### src/rtl/hex_counter4.sv
// Four-digit up/down counter (hex or BCD) stepped by a debounced key and/or an auto tick.
// Latency: digits update one cycle after a step request or tick; a key press needs 2 sync + DEBOUNCE_CYCLES cycles.
// Backpressure: none; each accepted request gives one step, and coincident requests merge into one step.
module hex_counter4 #(
    parameter int DEBOUNCE_CYCLES = 500000,
    parameter int AUTO_DIV        = 50000000
) (
    input  logic       CLOCK_50,
    input  logic       RESET_N,
    input  logic       KEY_STEP,
    input  logic       SW_DIR,
    input  logic       SW_AUTO,
    input  logic       SW_BCD,
    output logic [3:0] DIG0,
    output logic [3:0] DIG1,
    output logic [3:0] DIG2,
    output logic [3:0] DIG3,
    output logic       LEDR_WRAP
);

    // The state change into PRESS_WAIT already counts as the first low sample.
    localparam int DB_LAST   = (DEBOUNCE_CYCLES >= 2) ? DEBOUNCE_CYCLES - 2 : 0;
    localparam int DB_W      = (DB_LAST > 0) ? $clog2(DB_LAST + 1) : 1;
    localparam int AUTO_LAST = (AUTO_DIV >= 1) ? AUTO_DIV - 1 : 0;
    localparam int AUTO_W    = (AUTO_LAST > 0) ? $clog2(AUTO_LAST + 1) : 1;

    typedef enum logic [1:0] {
        IDLE         = 2'd0,
        PRESS_WAIT   = 2'd1,
        PRESSED      = 2'd2,
        RELEASE_WAIT = 2'd3
    } db_state_t;

    logic [1:0] key_sync;
    logic [1:0] dir_sync;
    logic [1:0] auto_sync;
    logic [1:0] bcd_sync;
    logic [1:0] sync_vld;
    logic       key_s;
    logic       dir_s;
    logic       auto_s;
    logic       bcd_s;

    assign key_s  = key_sync[1];
    assign dir_s  = dir_sync[1];
    assign auto_s = auto_sync[1];
    assign bcd_s  = bcd_sync[1];

    // sync_vld marks when the key synchronizer holds a real sample rather than its reset value.
    always_ff @(posedge CLOCK_50 or negedge RESET_N) begin
        if (!RESET_N) begin
            key_sync  <= 2'b11;
            dir_sync  <= 2'b00;
            auto_sync <= 2'b00;
            bcd_sync  <= 2'b00;
            sync_vld  <= 2'b00;
        end else begin
            key_sync  <= {key_sync[0], KEY_STEP};
            dir_sync  <= {dir_sync[0], SW_DIR};
            auto_sync <= {auto_sync[0], SW_AUTO};
            bcd_sync  <= {bcd_sync[0], SW_BCD};
            sync_vld  <= {sync_vld[0], 1'b1};
        end
    end

    db_state_t       db_state;
    db_state_t       db_state_nxt;
    logic [DB_W-1:0] db_cnt;
    logic [DB_W-1:0] db_cnt_nxt;
    logic            armed;
    logic            armed_nxt;
    logic            step_req;
    logic            step_req_nxt;

    always_ff @(posedge CLOCK_50 or negedge RESET_N) begin
        if (!RESET_N) begin
            db_state <= IDLE;
            db_cnt   <= '0;
            armed    <= 1'b0;
            step_req <= 1'b0;
        end else begin
            db_state <= db_state_nxt;
            db_cnt   <= db_cnt_nxt;
            armed    <= armed_nxt;
            step_req <= step_req_nxt;
        end
    end

    // A key still held through reset must be seen released once before a press can count.
    always_comb begin
        db_state_nxt = db_state;
        db_cnt_nxt   = db_cnt;
        armed_nxt    = armed;
        step_req_nxt = 1'b0;
        if (sync_vld[1]) begin
            case (db_state)
                IDLE: begin
                    if (!armed) begin
                        armed_nxt = key_s;
                    end else if (!key_s) begin
                        db_state_nxt = PRESS_WAIT;
                        db_cnt_nxt   = '0;
                    end
                end
                PRESS_WAIT: begin
                    if (key_s) begin
                        db_state_nxt = IDLE;
                        db_cnt_nxt   = '0;
                    end else if (db_cnt == DB_W'(DB_LAST)) begin
                        db_state_nxt = PRESSED;
                        db_cnt_nxt   = '0;
                        step_req_nxt = 1'b1;
                    end else begin
                        db_cnt_nxt = db_cnt + 1'b1;
                    end
                end
                PRESSED: begin
                    if (key_s) begin
                        db_state_nxt = RELEASE_WAIT;
                        db_cnt_nxt   = '0;
                    end
                end
                RELEASE_WAIT: begin
                    if (!key_s) begin
                        db_state_nxt = PRESSED;
                        db_cnt_nxt   = '0;
                    end else if (db_cnt == DB_W'(DB_LAST)) begin
                        db_state_nxt = IDLE;
                        db_cnt_nxt   = '0;
                    end else begin
                        db_cnt_nxt = db_cnt + 1'b1;
                    end
                end
                default: begin
                    db_state_nxt = IDLE;
                    db_cnt_nxt   = '0;
                end
            endcase
        end
    end

    logic [AUTO_W-1:0] auto_cnt;
    logic              auto_tick;

    assign auto_tick = auto_s && (auto_cnt == AUTO_W'(AUTO_LAST));

    always_ff @(posedge CLOCK_50 or negedge RESET_N) begin
        if (!RESET_N) begin
            auto_cnt <= '0;
        end else if (!auto_s || auto_tick) begin
            auto_cnt <= '0;
        end else begin
            auto_cnt <= auto_cnt + 1'b1;
        end
    end

    logic [3:0][3:0] dig_q;
    logic [3:0][3:0] dig_nxt;
    logic            wrap_q;
    logic            wrap_nxt;
    logic            carry;
    logic            bcd_prev;
    logic            mode_chg;
    logic            step_vld;

    assign mode_chg = bcd_s ^ bcd_prev;
    assign step_vld = step_req | auto_tick;

    // In BCD mode carry doubles as borrow; a carry out of the top digit is the wrap.
    always_comb begin
        dig_nxt  = dig_q;
        wrap_nxt = 1'b0;
        carry    = 1'b1;
        if (bcd_s) begin
            for (int i = 0; i < 4; i++) begin
                if (carry) begin
                    if (!dir_s) begin
                        if (dig_q[i] >= 4'd9) begin
                            dig_nxt[i] = 4'd0;
                        end else begin
                            dig_nxt[i] = dig_q[i] + 4'd1;
                            carry      = 1'b0;
                        end
                    end else begin
                        if (dig_q[i] == 4'd0) begin
                            dig_nxt[i] = 4'd9;
                        end else begin
                            dig_nxt[i] = dig_q[i] - 4'd1;
                            carry      = 1'b0;
                        end
                    end
                end
            end
            wrap_nxt = carry;
        end else begin
            dig_nxt  = dir_s ? (dig_q - 16'd1) : (dig_q + 16'd1);
            wrap_nxt = dir_s ? (dig_q == 16'h0000) : (dig_q == 16'hFFFF);
        end
    end

    // A mode change wins over a coincident step so the digits never hold a value from the old base.
    always_ff @(posedge CLOCK_50 or negedge RESET_N) begin
        if (!RESET_N) begin
            dig_q    <= '0;
            wrap_q   <= 1'b0;
            bcd_prev <= 1'b0;
        end else begin
            bcd_prev <= bcd_s;
            if (mode_chg) begin
                dig_q  <= '0;
                wrap_q <= 1'b0;
            end else if (step_vld) begin
                dig_q  <= dig_nxt;
                wrap_q <= wrap_nxt;
            end else begin
                wrap_q <= 1'b0;
            end
        end
    end

    assign DIG0      = dig_q[0];
    assign DIG1      = dig_q[1];
    assign DIG2      = dig_q[2];
    assign DIG3      = dig_q[3];
    assign LEDR_WRAP = wrap_q;

endmodule

### config.mk
export PLATFORM = sky130hd
export DESIGN_NAME = hex_counter4
export DESIGN_NICKNAME = d
export VERILOG_FILES = /design/src/rtl/hex_counter4.sv
export SDC_FILE = /design/constraint.sdc
export NUM_CORES = 1
export LEC_CHECK = 0
export ABC_AREA = 1
export BUFFER_PORTS_ARGS = -buffer_cell sky130_fd_sc_hd__buf_2
export CORE_MARGIN = 8
export CORE_UTILIZATION = 45
export CTS_BUF_LIST = sky130_fd_sc_hd__clkbuf_8
export CTS_CLUSTER_DIAMETER = 100
export DETAILED_ROUTE_END_ITERATION = 7
export PLACE_DENSITY = 0.67
export SYNTH_ARGS = -nofsm -noshare
export SYNTH_HDL_FRONTEND = slang
export SYNTH_SLANG_ARGS = --single-unit
export TNS_END_PERCENT = 50
### constraint.sdc
create_clock -name CLOCK_50 -period 6.7 [get_ports CLOCK_50]
set_input_delay 0.335 -clock CLOCK_50 [delete_from_list [all_inputs] [get_ports CLOCK_50]]
set_output_delay 0.335 -clock CLOCK_50 [all_outputs]
set_load 0.01 [all_outputs]
### Yosys cells after proc, flatten, opt, wreduce, memory -nomap -nowiden

Index checks and enable logic that the tools add are counted.

* register bits: 77
* logic and storage cells: 126

* add/subtract/negate cells: 12
* magnitude comparators: 4
* equality and inequality tests: 14
* mux-type cells: 62
* bitwise operators: 2
* reductions and logical operators: 16

Operators by type and width (count)
* 2-to-1 mux 19 bit: 6
* one-hot mux 19 bit (4 select lines): 1
* 2-to-1 mux 16 bit: 4
* 2-to-1 mux 4 bit: 15
* 2-to-1 mux 1 bit: 27
* adder 26 x 1 -> 26 bit, second input constant: 1
* == test 26 bit, second input constant: 1
* 2-to-1 mux 26 bit: 1
* adder 19 x 1 -> 19 bit, second input constant: 1
* == test 19 bit, second input constant: 1
* adder 16 x 1 -> 16 bit, second input constant: 1
* adder 4 x 1 -> 4 bit, second input constant: 4
* == test 16 bit, second input constant: 1
* greater-or-equal comparator 4 bit, second input constant: 4
* logical NOT 16 bit: 1
* logical NOT 4 bit: 4
* subtractor 16 x 1 -> 16 bit, second input constant: 1
* subtractor 4 x 1 -> 4 bit, second input constant: 4
* 2-to-1 mux 2 bit: 7
* != test 3 x 1 -> 1 bit, second input constant: 3
* one-hot mux 2 bit (4 select lines): 1
* AND reduction 2 bit: 4
* != test 2 bit, second input constant: 3
* != test 3 bit, second input constant: 2
* 11 further kinds: 12

### Depth between registers and ports, before layout

Gate-level depths: netlist (run 1).

* word-level depth: 12
* gate-level depth with buffers: 13
* mapped depth without buffers: 13

### Worst setup path before layout (run 1)

No wires, ideal clock.

* path type: register -> register
* from: register dir_sync[1]
* to: register dig_q (netlist bit DIG2[0])
* arrival time: 2.037 ns
* path slack: 4.542 ns
* stages on the path, launching flop included: 13
* path buffers: 2
* clock period less this slack: 2.158 ns
* path through: dfrtp_1 > buf_2 > inv_1 > buf_2 > fa_1 > inv_1 > nand3_1 > nand3_1 > nand2_1 > nand2_1 > nor2_1 > o21ai_0 > o21ai_1

* word-level cells in the longest chain between the ends: 6
* elaborated cells between the ends (all ways): 13

Ends and longest elaborated chain
* start, declared: line 35 `logic [1:0] dir_sync;`
* start signal, assigned: line 59 `dir_sync <= {dir_sync[0], SW_DIR};`
* 2-to-1 mux 1 bit: line 177 `if (!dir_s) begin`
* 2-to-1 mux 1 bit: line 174 `if (bcd_s) begin`
* 2-to-1 mux 1 bit: line 176 `if (carry) begin`
* 2-to-1 mux 1 bit: line 174
* != test 3 x 1 -> 1 bit (no line)
* AND reduction 2 bit (no line)
* end signal, assigned: line 213 `dig_q <= dig_nxt;`
* end, declared: line 157 `logic [3:0][3:0] dig_q;`

Several ways; a longest one is shown, not always the timed one. The select of a mux whose other input is x is not followed.
A chain may end at the register's enable or synchronous reset.

### Worst setup path in the final report (run 1)

* from: register dir_sync[1]
* to: register dig_q (netlist bit DIG3[0])

* word-level cells in the longest chain between the ends: 8
* elaborated cells between the ends (all ways): 16

Ends and longest elaborated chain (line)
* 2-to-1 mux 1 bit: 177
* 2-to-1 mux 1 bit: 174
* 2-to-1 mux 1 bit: 176
* 2-to-1 mux 1 bit: 174
* 2-to-1 mux 1 bit: 176
* 2-to-1 mux 1 bit: 174
* != test 3 x 1 -> 1 bit (no line)
* AND reduction 2 bit (no line)

Several ways; a longest one is shown, not always the timed one. The select of a mux whose other input is x is not followed.

==> implementation parameters, run 1 <==
Parameter                              Value

Logic synthesis
  Number of enable flip-flop cells after synthesis    0
  Most common cell in the netlist    sky130_fd_sc_hd__nand2_1
  Post-synthesis area per instance    a little under 7 um2
  Synthesized instance count    840
  Post-Synthesis Net Count    just under 900
  Async S/R FF share, synth    100%
  Adder-Cell Fraction of Synth Area    roughly 7.1%
  Dominant synthesized flop cell    sky130_fd_sc_hd__dfrtp_1
  Register bit count reported by yosys    77
  Top cell type's share of synthesized area    roughly a third
  Post-synthesis mux area share    0%
  Top post-synthesis cells by area    sky130_fd_sc_hd__dfrtp_1, sky130_fd_sc_hd__nand2_1, sky130_fd_sc_hd__inv_1
  Largest family of logic cells by synthesized area    simple AND/OR/NAND/NOR gates
  Cell types with the highest counts after synthesis    sky130_fd_sc_hd__nand2_1, sky130_fd_sc_hd__inv_1, sky130_fd_sc_hd__nor2_1
  Synthesized-area fraction occupied by and/or/nand/nor cells    38.8%
  Share of the synthesized netlist area taken by xor and xnor gates    3.05%
  Warnings from Yosys    0
  Compound-Gate Fraction of Synth Area    8.39%
  Sequential element share of the synthesized area    between 30% and 40%
  Distinct cell type count after synthesis    42
  Cell area after synthesis    roughly 5700 um2
  Post-synthesis cell type with the largest combined area    sky130_fd_sc_hd__dfrtp_1

Clocking
  Number of resized instances in the post-cts repair step    0
  CTS tree    yes
  Clock root cell    sky130_fd_sc_hd__clkbuf_8
  Number of hold-repair buffers added at the cts stage    0
  Max H-tree Level    3
  Post-CTS setup buffers    0
  Number of CTS-inserted buffers    9
  Clock sink total    77
  Clock latency at the later pin of the worst-skew pair    around 0.35 ns
  Register clock-pin slew on the reported worst setup and hold paths    0.08 ns
  Buffer levels on the longest clock path    2

Final layout
  Number of antenna diodes    0
  Area Overhead vs Synth    8.85%
  Final-stage net count    about 900
  Final Core Density    approximately 50%
  Layout cell share with drive strength beyond 1    a little under a tenth
  Final Cell Area    6250 um2

STA
  Worst-margin pin slew    between 0.9 and 1 ns
  Achievable clock frequency    426 MHz
  Setup repair after global routing missed its margin    no
  Relative max-transition margin    a little over a third
  Hold Fails Final Rpt    0
  Period Utilization, post-route    roughly a third
  Post-Route Setup TNS    0 ns
  Final setup fails    0
  Hold Slack    about 0.082 ns
  Final number of max-transition violations    0
  Final critical delay including setup and external delays    approximately 2.3 ns
  Fin Clk Skew    0.0110 ns

Global route
  Vias in the first global route    between 4,000 and 5,000
  Met2 track demand over resource    27.1%
  Global-route wire length before repair    23,300 um
  Met3 usage in global routing    approximately 2.7%
  Maximum number of pins on one net before global-route repair    78
  Global route total overflow    0
  Antenna violations before repair    0
  Global-route met1 utilization    23.2%
  Aggregate global-route resource usage    between 10% and 20%
  Most congested layer reported by global routing    met2

Critical path
  Worst Setup End Kind    register
  Biggest cell delay along the critical path    ~0.46 ns
  CP max stage cell    sky130_fd_sc_hd__fa_1
  Kind of launch point of the worst setup path    register
  Data arrival time of the critical path    2.60 ns
  Cells along the critical path    buf_4 -> inv_1 -> fa_1 -> inv_1 -> nand3_1 -> nand3_1 -> nand3_1 -> nand4_1 -> nand3_1 -> nand3_1 -> nand2_1
  Critical path's most frequent cell    sky130_fd_sc_hd__nand3_1
  Max Fanout on Critical Path    31
  Type of the worst setup path    reg -> reg
  Required time of the critical path    about 7.0 ns
  Slack of the worst reg-to-reg path    4.35 ns

Route
  Total number of vias    between 5,000 and 6,000
  Vias per inst    slightly above 5
  Number of detailed-routing iterations run before antenna repair    5
  Detailed-route wire length    13,400 um
  Iteration-0 DRC Markers    about 400
  Post-route DRC    0
  Post-detailed-route count of antenna-violating nets    0
  Mean routed wirelength per cell    roughly 13 um

Placement
  Routability Congestion    between 0.8 and 0.9
  Number of buffers inserted by port buffering    22
  Final HPWL DP    around 10,000 um
  Post-DP Area    6020 um2

Flow run
  Number of max-cap violations    0

Floorplanning
  Total number of placement rows    41
  Floorplan die height    approximately 130 um
  Core footprint    between 10,000 and 15,000 um2
  Die Outline Area    ~17,000 um2
  Effective utilization at floorplan    a little under half
  Number of primary I/O pins    23
  Width of the die    129 um

Worst hold path
  Min-delay worst type    in -> reg

Pwr
  Leakage power figure    ~3.1 nW
  Peak VDD IR    104 uV
  Pwr dens    205 nW/um2

Outcome
  Outcome    completed
[cell usage in the layout, fill, tap and decap left out, drive strengths merged, types with 2 or more instances in the layout]
master	n
a211oi	2
a21oi	33
a31oi	5
buf	23
bufinv	2
clkbuf	12
dfrtp	75
dfstp	2
ha	31
inv	121
nand2	231
nand3	79
nand3b	7
nand4	18
nor2	120
nor3	28
nor3b	5
o211ai	4
o21a	5
o21ai	28
o22ai	6
xnor2	6
xor2	14
[stage by stage]
stage / cells / total power (W) / setup WS, ns
after floorplan: 840 / 0.000786 / 4.54
after global placement: 1024 / 0.000880 / 4.44
after detailed placement: 1024 / 0.000879 / 4.39
after CTS: 1039 / 0.00130 / 4.36
after global routing: 1039 / 0.00137 / 4.17
final: 1039 / 0.00128 / 4.35
[power by group]
group | internal [W] | switching (W) | total [W] | leakage, nW
sequential | 0.000492 | 0.0000441 | 0.000536 | 1.03
combinational | 0.000109 | 0.000226 | 0.000335 | 2.00
clock | 0.000238 | 0.000171 | 0.000410 | 0.115
total | 0.000840 | 0.000441 | 0.00128 | 3.14
[cell type report]
cell class              instances  area [um2]
fillers                      1304        6270
clock inverters                 3        67.6
multi-input cells             630        3290
flip-flops and latches         77        1930
well taps                     172         215
repair buffers                 23         120
clock buffers                  12         165
inverters                     122         458
[metal layers]
metal | up-vias | share of wire, %
li1 | 2767 | -
met1 | 2370 | 48
met2 | 120 | 46
met3 | 17 | 4.5
met4 | 0 | 1.8
met5 | - | 0
[critical path, delay by kind of cell (launching register included)]
kind	cells	cell delay [ns]
adders and majority gates	1	0.46
buffers and inverters	3	0.78
DFF	1	0.33
and+or+nand+nor	7	0.67
[final timing paths]
kind,startpoint,to,depth (start not counted)
setup / recovery,dir_sync[1]$_DFF_PN0_,DIG3[0]$_DFFE_PN0P_,11
hold / removal,KEY_STEP,key_sync[0]$_DFF_PN1_,1
setup reg to reg,dir_sync[1]$_DFF_PN0_,DIG3[0]$_DFFE_PN0P_,11
hold reg to reg,bcd_sync[0]$_DFF_PN0_,bcd_sync[1]$_DFF_PN0_,0
max in group asynchronous,RESET_N,auto_cnt[10]$_DFF_PN0_,1
min in group asynchronous,RESET_N,db_cnt[6]$_DFFE_PN0P_,1
[state kept, by name (all words and copies together) (netlist names), 4 cells and up, named ones only]
name	count
auto_cnt	26
db_cnt	19
DIG0	4
DIG1	4
DIG2	4
DIG3	4
[cells by family (layout without fill, tap and decap cells)]
group / after synthesis / after routing
and+or+nand+nor: 491 / 491
buffers and inverters: 133 / 160
AOI/OAI and AO/OA: 86 / 86
DFF: 77 / 77
adders and majority gates: 32 / 32
xor gates and xnor gates: 20 / 20
other: 1 / 1
Power figures use the tool's default switching activity.
==> run 2, diff against run 1 <==
- ABC_AREA: 1 -> 0
- clock period: 6.7 -> 2.3 ns (I/O delays scaled with it)
==> run 2 against run 1 <==
  * Clock power rose to 2.8 times the previous value
  * Routed wire length fell by 2.3%
  * Worst hold slack improved by 0.23 ns
  * Global-route usage fell by 0.49 points
  * Non-clock buffer count rose by 57
  * Synthesized cell count fell by 29%
  * Via count fell by 9.5%
  * Combinational power rose to 3.6 times the previous value
==> implementation parameters, run 2 <==
Parameter                              Value

Outcome
  Outcome    completed

Final layout
  Footprint of the multi-input gates    3390 um2
  Commonest cells after routing, fill and taps aside    sky130_fd_sc_hd__dfrtp_1, sky130_fd_sc_hd__nor2_1, sky130_fd_sc_hd__nand2_1, sky130_fd_sc_hd__buf_4, sky130_fd_sc_hd__o21ai_0
  Most flop-heavy register    auto_cnt
  Final Core Density    between 50% and 60%
  Area Overhead vs Synth    17.9%
  Number of antenna diodes    0
  Final Cell Area    between 6000 and 7000 um2
  Flip-flop count of the largest register, all copies and words added    26
  Final-stage net count    ~700
  # fillers    approximately 1,100
  Reg area    1930 um2
  Layout cell share with drive strength beyond 1    between 20% and 30%
  Largest registers in the final layout    auto_cnt (26), db_cnt (19)
  Most common library cell in the layout ignoring fill and taps    sky130_fd_sc_hd__dfrtp_1

STA
  Fin Clk Skew    between 0.008 and 0.009 ns
  Final critical delay including setup and external delays    2.27 ns
  Setup repair after global routing missed its margin    yes
  Final setup fails    0
  Relative max-transition margin    approximately three fifths
  Final Worst Setup Slack    around 0.026 ns
  Hold Fails Final Rpt    0
  Period Utilization, post-route    slightly below 100%
  Worst-margin pin slew    0.607 ns
  Final number of max-transition violations    0
  Post-Route Setup TNS    0 ns
  Achievable clock frequency    around 440 MHz

Route
  Post-detailed-route count of antenna-violating nets    0
  Detailed-route wire length    ~13,000 um
  Routed length on met3    570 um
  Mean routed wirelength per cell    between 15 and 20 um
  Total number of vias    roughly 4,800
  Iteration-0 DRC Markers    between 200 and 250
  Met1 wire length    6040 um
  Number of detailed-routing iterations run before antenna repair    4
  Routed met2 length    between 6000 and 7000 um
  Top metal layer carrying routed signals    met4
  Post-route DRC    0
  Vias per inst    approximately 5.8

Clocking
  Register clock-pin slew on the reported worst setup and hold paths    around 0.09 ns
  Max H-tree Level    3
  CTS tree    yes
  Clock sink total    a little under 80
  Buffer levels on the longest clock path    2
  Clock latency at the later pin of the worst-skew pair    0.36 ns
  Number of CTS-inserted buffers    9
  Clock root cell    sky130_fd_sc_hd__clkbuf_8

Pwr
  Leakage power figure    approximately 2.8 nW
  Peak VDD IR    about 420 uV
  Post-layout total power    between 0.003 and 0.004 W
  Pwr dens    606 nW/um2

Worst hold path
  Min-delay worst type    in -> async

Critical path
  CP max stage cell    sky130_fd_sc_hd__dfrtp_2
  Kind of launch point of the worst setup path    register
  Worst Setup End Kind    register
  Slack of the worst reg-to-reg path    approximately 0.026 ns
  Data arrival time of the critical path    between 2 and 3 ns
  Type of the worst setup path    reg -> reg
  Cells along the critical path    buf_4 -> buf_4 -> ha_1 -> a21o_1 -> nand3_2 -> a211oi_2 -> or3_1 -> o211ai_1 -> a32o_2
  Critical path's most frequent cell    sky130_fd_sc_hd__buf_4
  Biggest cell delay along the critical path    0.44 ns
  Worst-case reg-to-reg path depth    9
  Worst setup path start    dir_sync[1]$_DFF_PN0_
  Required time of the critical path    between 2 and 3 ns
  Crit Reg-Reg Startpoint    dir_sync[1]$_DFF_PN0_
  R2R Path End    DIG3[3]$_DFFE_PN0P_
  Max Fanout on Critical Path    10

Floorplanning
  Core footprint    ~12,000 um2
  Floorplan die height    roughly 130 um
  Width of the die    126 um
  Effective utilization at floorplan    45.6%
  Die Outline Area    15,800 um2
  Total number of placement rows    40
  Number of primary I/O pins    23

Placement
  Post-DP Area    roughly 6000 um2
  Routability Congestion    slightly above 0.9
  DP Worst Slack    -0.0184 ns
  Number of buffers inserted by port buffering    22
  Final HPWL DP    9470 um

Global route
  Vias in the first global route    around 4,600
  Global-route wire length before repair    between 20,000 and 25,000 um
  Antenna violations before repair    0
  Maximum number of pins on one net before global-route repair    47
  Global route total overflow    0
  Aggregate global-route resource usage    between 15 and 20%

Logic synthesis
  Cell types with the highest counts after synthesis    sky130_fd_sc_hd__dfrtp_1, sky130_fd_sc_hd__nor2_1, sky130_fd_sc_hd__nand2_1
  Post-synthesis area per instance    just over 9 um2
  Number of enable flip-flop cells after synthesis    0
  Top cell type's share of synthesized area    34.6%
  Most common cell in the netlist    sky130_fd_sc_hd__dfrtp_1
  Post-Synthesis Net Count    ~640
  Dominant synthesized flop cell    sky130_fd_sc_hd__dfrtp_1
  Register bit count reported by yosys    77
  Post-synthesis cell type with the largest combined area    sky130_fd_sc_hd__dfrtp_1
  Top post-synthesis cells by area    sky130_fd_sc_hd__dfrtp_1, sky130_fd_sc_hd__ha_1, sky130_fd_sc_hd__nor2_1
  Warnings from Yosys    0
  Cell area after synthesis    approximately 5400 um2
  Sequential element share of the synthesized area    a little over a third
  Async S/R FF share, synth    100%
  Distinct cell type count after synthesis    slightly below 90
  Synthesized instance count    around 600

Flow run
  Number of max-cap violations    0
-- run 2: changes by cell type in the layout (fill, tap and decap cells not counted), moves of 13 or more --
cell                      delta
sky130_fd_sc_hd__nand2_1   -163
sky130_fd_sc_hd__inv_1      -90
sky130_fd_sc_hd__nand3_1    -60
sky130_fd_sc_hd__buf_4      +50
sky130_fd_sc_hd__nor2_1     -48
sky130_fd_sc_hd__nor3_1     -18
sky130_fd_sc_hd__o21ai_0    +13
-- run 2: cells by family (layout without fill, tap and decap cells) --
logic type	count (synthesis)	count (layout)	share of synthesized area, %
and+or+nand+nor	241	241	24.1
DFF	77	77	35.5
buffers and inverters	44	119	4.13
AOI/OAI and AO/OA	164	164	22.1
adders and majority gates	32	32	7.51
xor gates and xnor gates	37	37	5.97
muxes	3	3	0.576
other	1	1	0.0691
-- run 2: metrics by stage --
step / cells / hold WS [ns]
after CTS: 820 / 0.315
after floorplan: 599 / -0.181
after detailed placement: 795 / 0.164
after global routing: 821 / 0.346
final: 821 / 0.311
after global placement: 795 / 0.159
-- run 2: metal layers --
layer | vias up | global-route usage [%]
met5 | - | 0
met4 | 0 | 4.95
met3 | 11 | 3.38
met2 | 89 | 27.6
met1 | 2345 | 21.4
li1 | 2330 | -
-- run 2: cell type report --
class | count | area share [%]
clock buffer | 9 | 1.94
inverter | 23 | 1.35
multi-input combinational | 478 | 53.0
clock inverter | 7 | 1.52
sequential | 77 | 30.2
tap | 147 | 2.87
timing repair buffer | 80 | 9.15
-- run 2: worst max-delay path by stage --
stage / to / slack, ns
floorplan: DIG2[2]$_DFFE_PN0P_ / 0.06
global placement: DIG2[2]$_DFFE_PN0P_ / 0.04
detailed placement: DIG3[3]$_DFFE_PN0P_ / -0.02
CTS: DIG3[3]$_DFFE_PN0P_ / 0.01
global route: DIG3[3]$_DFFE_PN0P_ / -0.06
finish: DIG3[3]$_DFFE_PN0P_ / 0.03
-- run 2: repair_timing --
action                                  CTS  global route
resized for setup                         4            23
hold buffers                              5             0
endpoints found under the hold margin    47             0
endpoints found under the setup margin    3            11
buffers inserted                          4             1
pin swaps                                 3            13
-- run 2: report_power, final --
group          switching [W]  internal, W  total [W]
combinational       0.000676     0.000543    0.00122
sequential         0.0000713      0.00143    0.00150
clock               0.000546     0.000614    0.00116
-- run 2: worst max-delay path, delay by kind of cell, from the launching register on --
kind	cells	cell delay, ns
AOI/OAI and AO/OA	4	0.83
DFF	1	0.44
buffers and inverters	2	0.35
adders and majority gates	1	0.28
and+or+nand+nor	2	0.27
==> run 3, diff against run 2 <==
- PLACE_DENSITY: 0.67 -> 0.6
==> run 3 against run 2 <==
  * Flip-flop and latch count unchanged
  * Clock power down 6%
  * Sequential share of layout area down 0.95 points
  * Routed wire length up 5.0%
  * Combinational power up 7%
  * Worst setup slack better by 0.063 ns
  * Via count up 1.2%
  * Non-clock buffer count up 17
  * Register-to-register slack better by 0.06 ns
  * Utilization up 1.8 points
  * Die area unchanged
  * Worst hold slack better by 0.042 ns
  * Critical path type unchanged
  * Largest power group unchanged
  * Highest routed layer unchanged
==> implementation parameters, run 3 (synthesis results as in run 2) <==
Parameter                              Value

Outcome
  Outcome    completed

Route
  Vias per inst    5.77
  Total number of vias    approximately 4,800
  Detailed-route wire length    13,800 um
  Post-detailed-route count of antenna-violating nets    0
  Mean routed wirelength per cell    between 15 and 20 um
  Iteration-0 DRC Markers    326
  Number of detailed-routing iterations run before antenna repair    5
  Post-route DRC    0

Critical path
  Type of the worst setup path    reg -> reg
  Slack of the worst reg-to-reg path    about 0.09 ns
  Worst path buffer plus inverter count    2
  Cell type group with the largest total delay on the critical path    compound AO/OA/AOI/OAI gates
  Crit Reg-Reg Startpoint    dir_sync[1]$_DFF_PN0_
  Worst Setup End Kind    register
  CP max stage cell    sky130_fd_sc_hd__dfrtp_2
  Worst-case reg-to-reg path depth    9
  End point of the critical path    DIG3[3]$_DFFE_PN0P_
  Biggest cell delay along the critical path    about 0.46 ns
  Required time of the critical path    about 2.6 ns
  Worst setup path start    dir_sync[1]$_DFF_PN0_
  Number of gates on the worst path with buffers counted    9
  Data arrival time of the critical path    2.52 ns
  Cells along the critical path    buf_12 -> buf_4 -> ha_2 -> a211o_1 -> a21oi_2 -> o21bai_1 -> or3_1 -> o211ai_1 -> a32o_2
  Max Fanout on Critical Path    6
  Kind of launch point of the worst setup path    register
  R2R Path End    DIG3[3]$_DFFE_PN0P_

Floorplanning
  Die Outline Area    around 16,000 um2
  Total number of placement rows    40
  Floorplan die height    between 100 and 150 um
  Core footprint    roughly 12,000 um2
  Number of primary I/O pins    23
  Width of the die    approximately 130 um
  Effective utilization at floorplan    a little under half

STA
  Hold Slack    around 0.35 ns
  Final setup fails    0
  Fin Clk Skew    about 0.011 ns
  Period Utilization, post-route    between 90% and 100%
  Final number of max-transition violations    0
  Hold Fails Final Rpt    0
  Setup repair after global routing missed its margin    yes
  Relative max-transition margin    a little over two fifths
  Worst-margin pin slew    about 0.85 ns
  Achievable clock frequency    approximately 450 MHz
  Post-Route Setup TNS    0 ns
  Final critical delay including setup and external delays    around 2.2 ns

Clocking
  Clock sink total    77
  Register clock-pin slew on the reported worst setup and hold paths    around 0.080 ns
  Clock latency at the later pin of the worst-skew pair    0.37 ns
  Clock root cell    sky130_fd_sc_hd__clkbuf_8
  Buffer levels on the longest clock path    2
  CTS tree    yes
  Max H-tree Level    3
  Number of CTS-inserted buffers    9

Worst hold path
  Min-delay worst type    reg -> reg
  Min-Delay Path Depth    0

Final layout
  Area Overhead vs Synth    21.8%
  Commonest cells after routing, fill and taps aside    sky130_fd_sc_hd__dfrtp_1, sky130_fd_sc_hd__buf_4, sky130_fd_sc_hd__nor2_1, sky130_fd_sc_hd__nand2_1, sky130_fd_sc_hd__o21ai_0
  Final-stage net count    approximately 720
  Flip-flop count of the largest register, all copies and words added    26
  # fillers    approximately 1,100
  Layout cell share with drive strength beyond 1    about 25%
  Number of antenna diodes    0
  Final Non-Filler Cells    roughly 840
  Most flop-heavy register    auto_cnt
  Most common library cell in the layout ignoring fill and taps    sky130_fd_sc_hd__dfrtp_1
  Final Cell Area    approximately 6600 um2
  Largest registers in the final layout    auto_cnt (26), db_cnt (19)

Placement
  Number of buffers inserted by port buffering    22
  Post-DP Area    6080 um2
  Routability Congestion    a little over 0.9
  Number of placed instances, taps included    approximately 800
  Final HPWL DP    9920 um

Global route
  Global-route wire length before repair    22,700 um
  Vias in the first global route    about 4,700
  Antenna violations before repair    0
  Aggregate global-route resource usage    roughly 17%
  Global route total overflow    0
  Maximum number of pins on one net before global-route repair    between 60 and 70

Pwr
  Leakage power figure    2.92 nW
  Pwr dens    around 600 nW/um2
  Post-layout total power    0.00390 W
  Peak VDD IR    just over 500 uV

Flow run
  Number of max-cap violations    0
-- run 3: cell types whose count changed in the layout (fill, tap and decap cells not counted), moves of 2 or more --
| cell | change |
|---|---|
| sky130_fd_sc_hd__buf_4 | +15 |
| sky130_fd_sc_hd__buf_6 | +2 |
| sky130_fd_sc_hd__clkbuf_8 | +2 |
| sky130_fd_sc_hd__clkinvlp_4 | -2 |
| sky130_fd_sc_hd__ha_1 | -6 |
| sky130_fd_sc_hd__ha_2 | +2 |
| sky130_fd_sc_hd__ha_4 | +4 |
-- run 3: layout make-up --
cell class,instances,area [um2],area share (%)
clock inverter,5,57.6,0.870
multi-input combinational,478,3480,52.6
timing repair buffer,97,721,10.9
sequential,77,1930,29.2
inverter,23,86.3,1.31
tap,147,184,2.78
clock buffer,11,151,2.29
-- run 3: per-layer routing --
layer,vias up,global-route usage (%),part of all wire [%]
li1,2372,-,-
met2,108,28.8,49
met1,2338,22.3,46
met5,-,0,0
met3,14,3.08,4.2
met4,0,6.16,1.6
-- run 3: where the power goes --
| group | total, W | internal, W | switching, W |
|---|---|---|---|
| Clock | 0.00109 | 0.000563 | 0.000528 |
| Sequential | 0.00150 | 0.00143 | 0.0000759 |
| Combinational | 0.00131 | 0.000603 | 0.000709 |
-- run 3: how the worst min path moves through the flow --
stage / startpoint / end / slack, ns
2_1_floorplan: RESET_N / DIG0[0]$_DFFE_PN0P_ / -0.18
3_3_place_gp: SW_BCD / bcd_sync[0]$_DFF_PN0_ / 0.22
3_5_place_dp: KEY_STEP / key_sync[0]$_DFF_PN1_ / 0.22
4_1_cts: sync_vld[0]$_DFF_PN0_ / sync_vld[1]$_DFF_PN0_ / 0.36
5_1_grt: sync_vld[0]$_DFF_PN0_ / sync_vld[1]$_DFF_PN0_ / 0.36
6_report: sync_vld[0]$_DFF_PN0_ / sync_vld[1]$_DFF_PN0_ / 0.35
-- run 3: timing repair --
item	CTS	global route
hold buffers	5	0
buffers inserted	3	3
gates resized for setup	14	27
endpoints found under the setup margin	4	17
pin swaps	3	11
endpoints found under the hold margin	64	0
-- run 3: through the flow --
| step | util, % | setup WS, ns |
|---|---|---|
| finish | 55.5 | 0.0896 |
| global placement | 51.1 | -0.0262 |
| floorplan | - | 0.0631 |
| global route | 55.5 | -0.0434 |
| detailed placement | 51.1 | -0.0870 |
| CTS | 54.0 | 0.00699 |
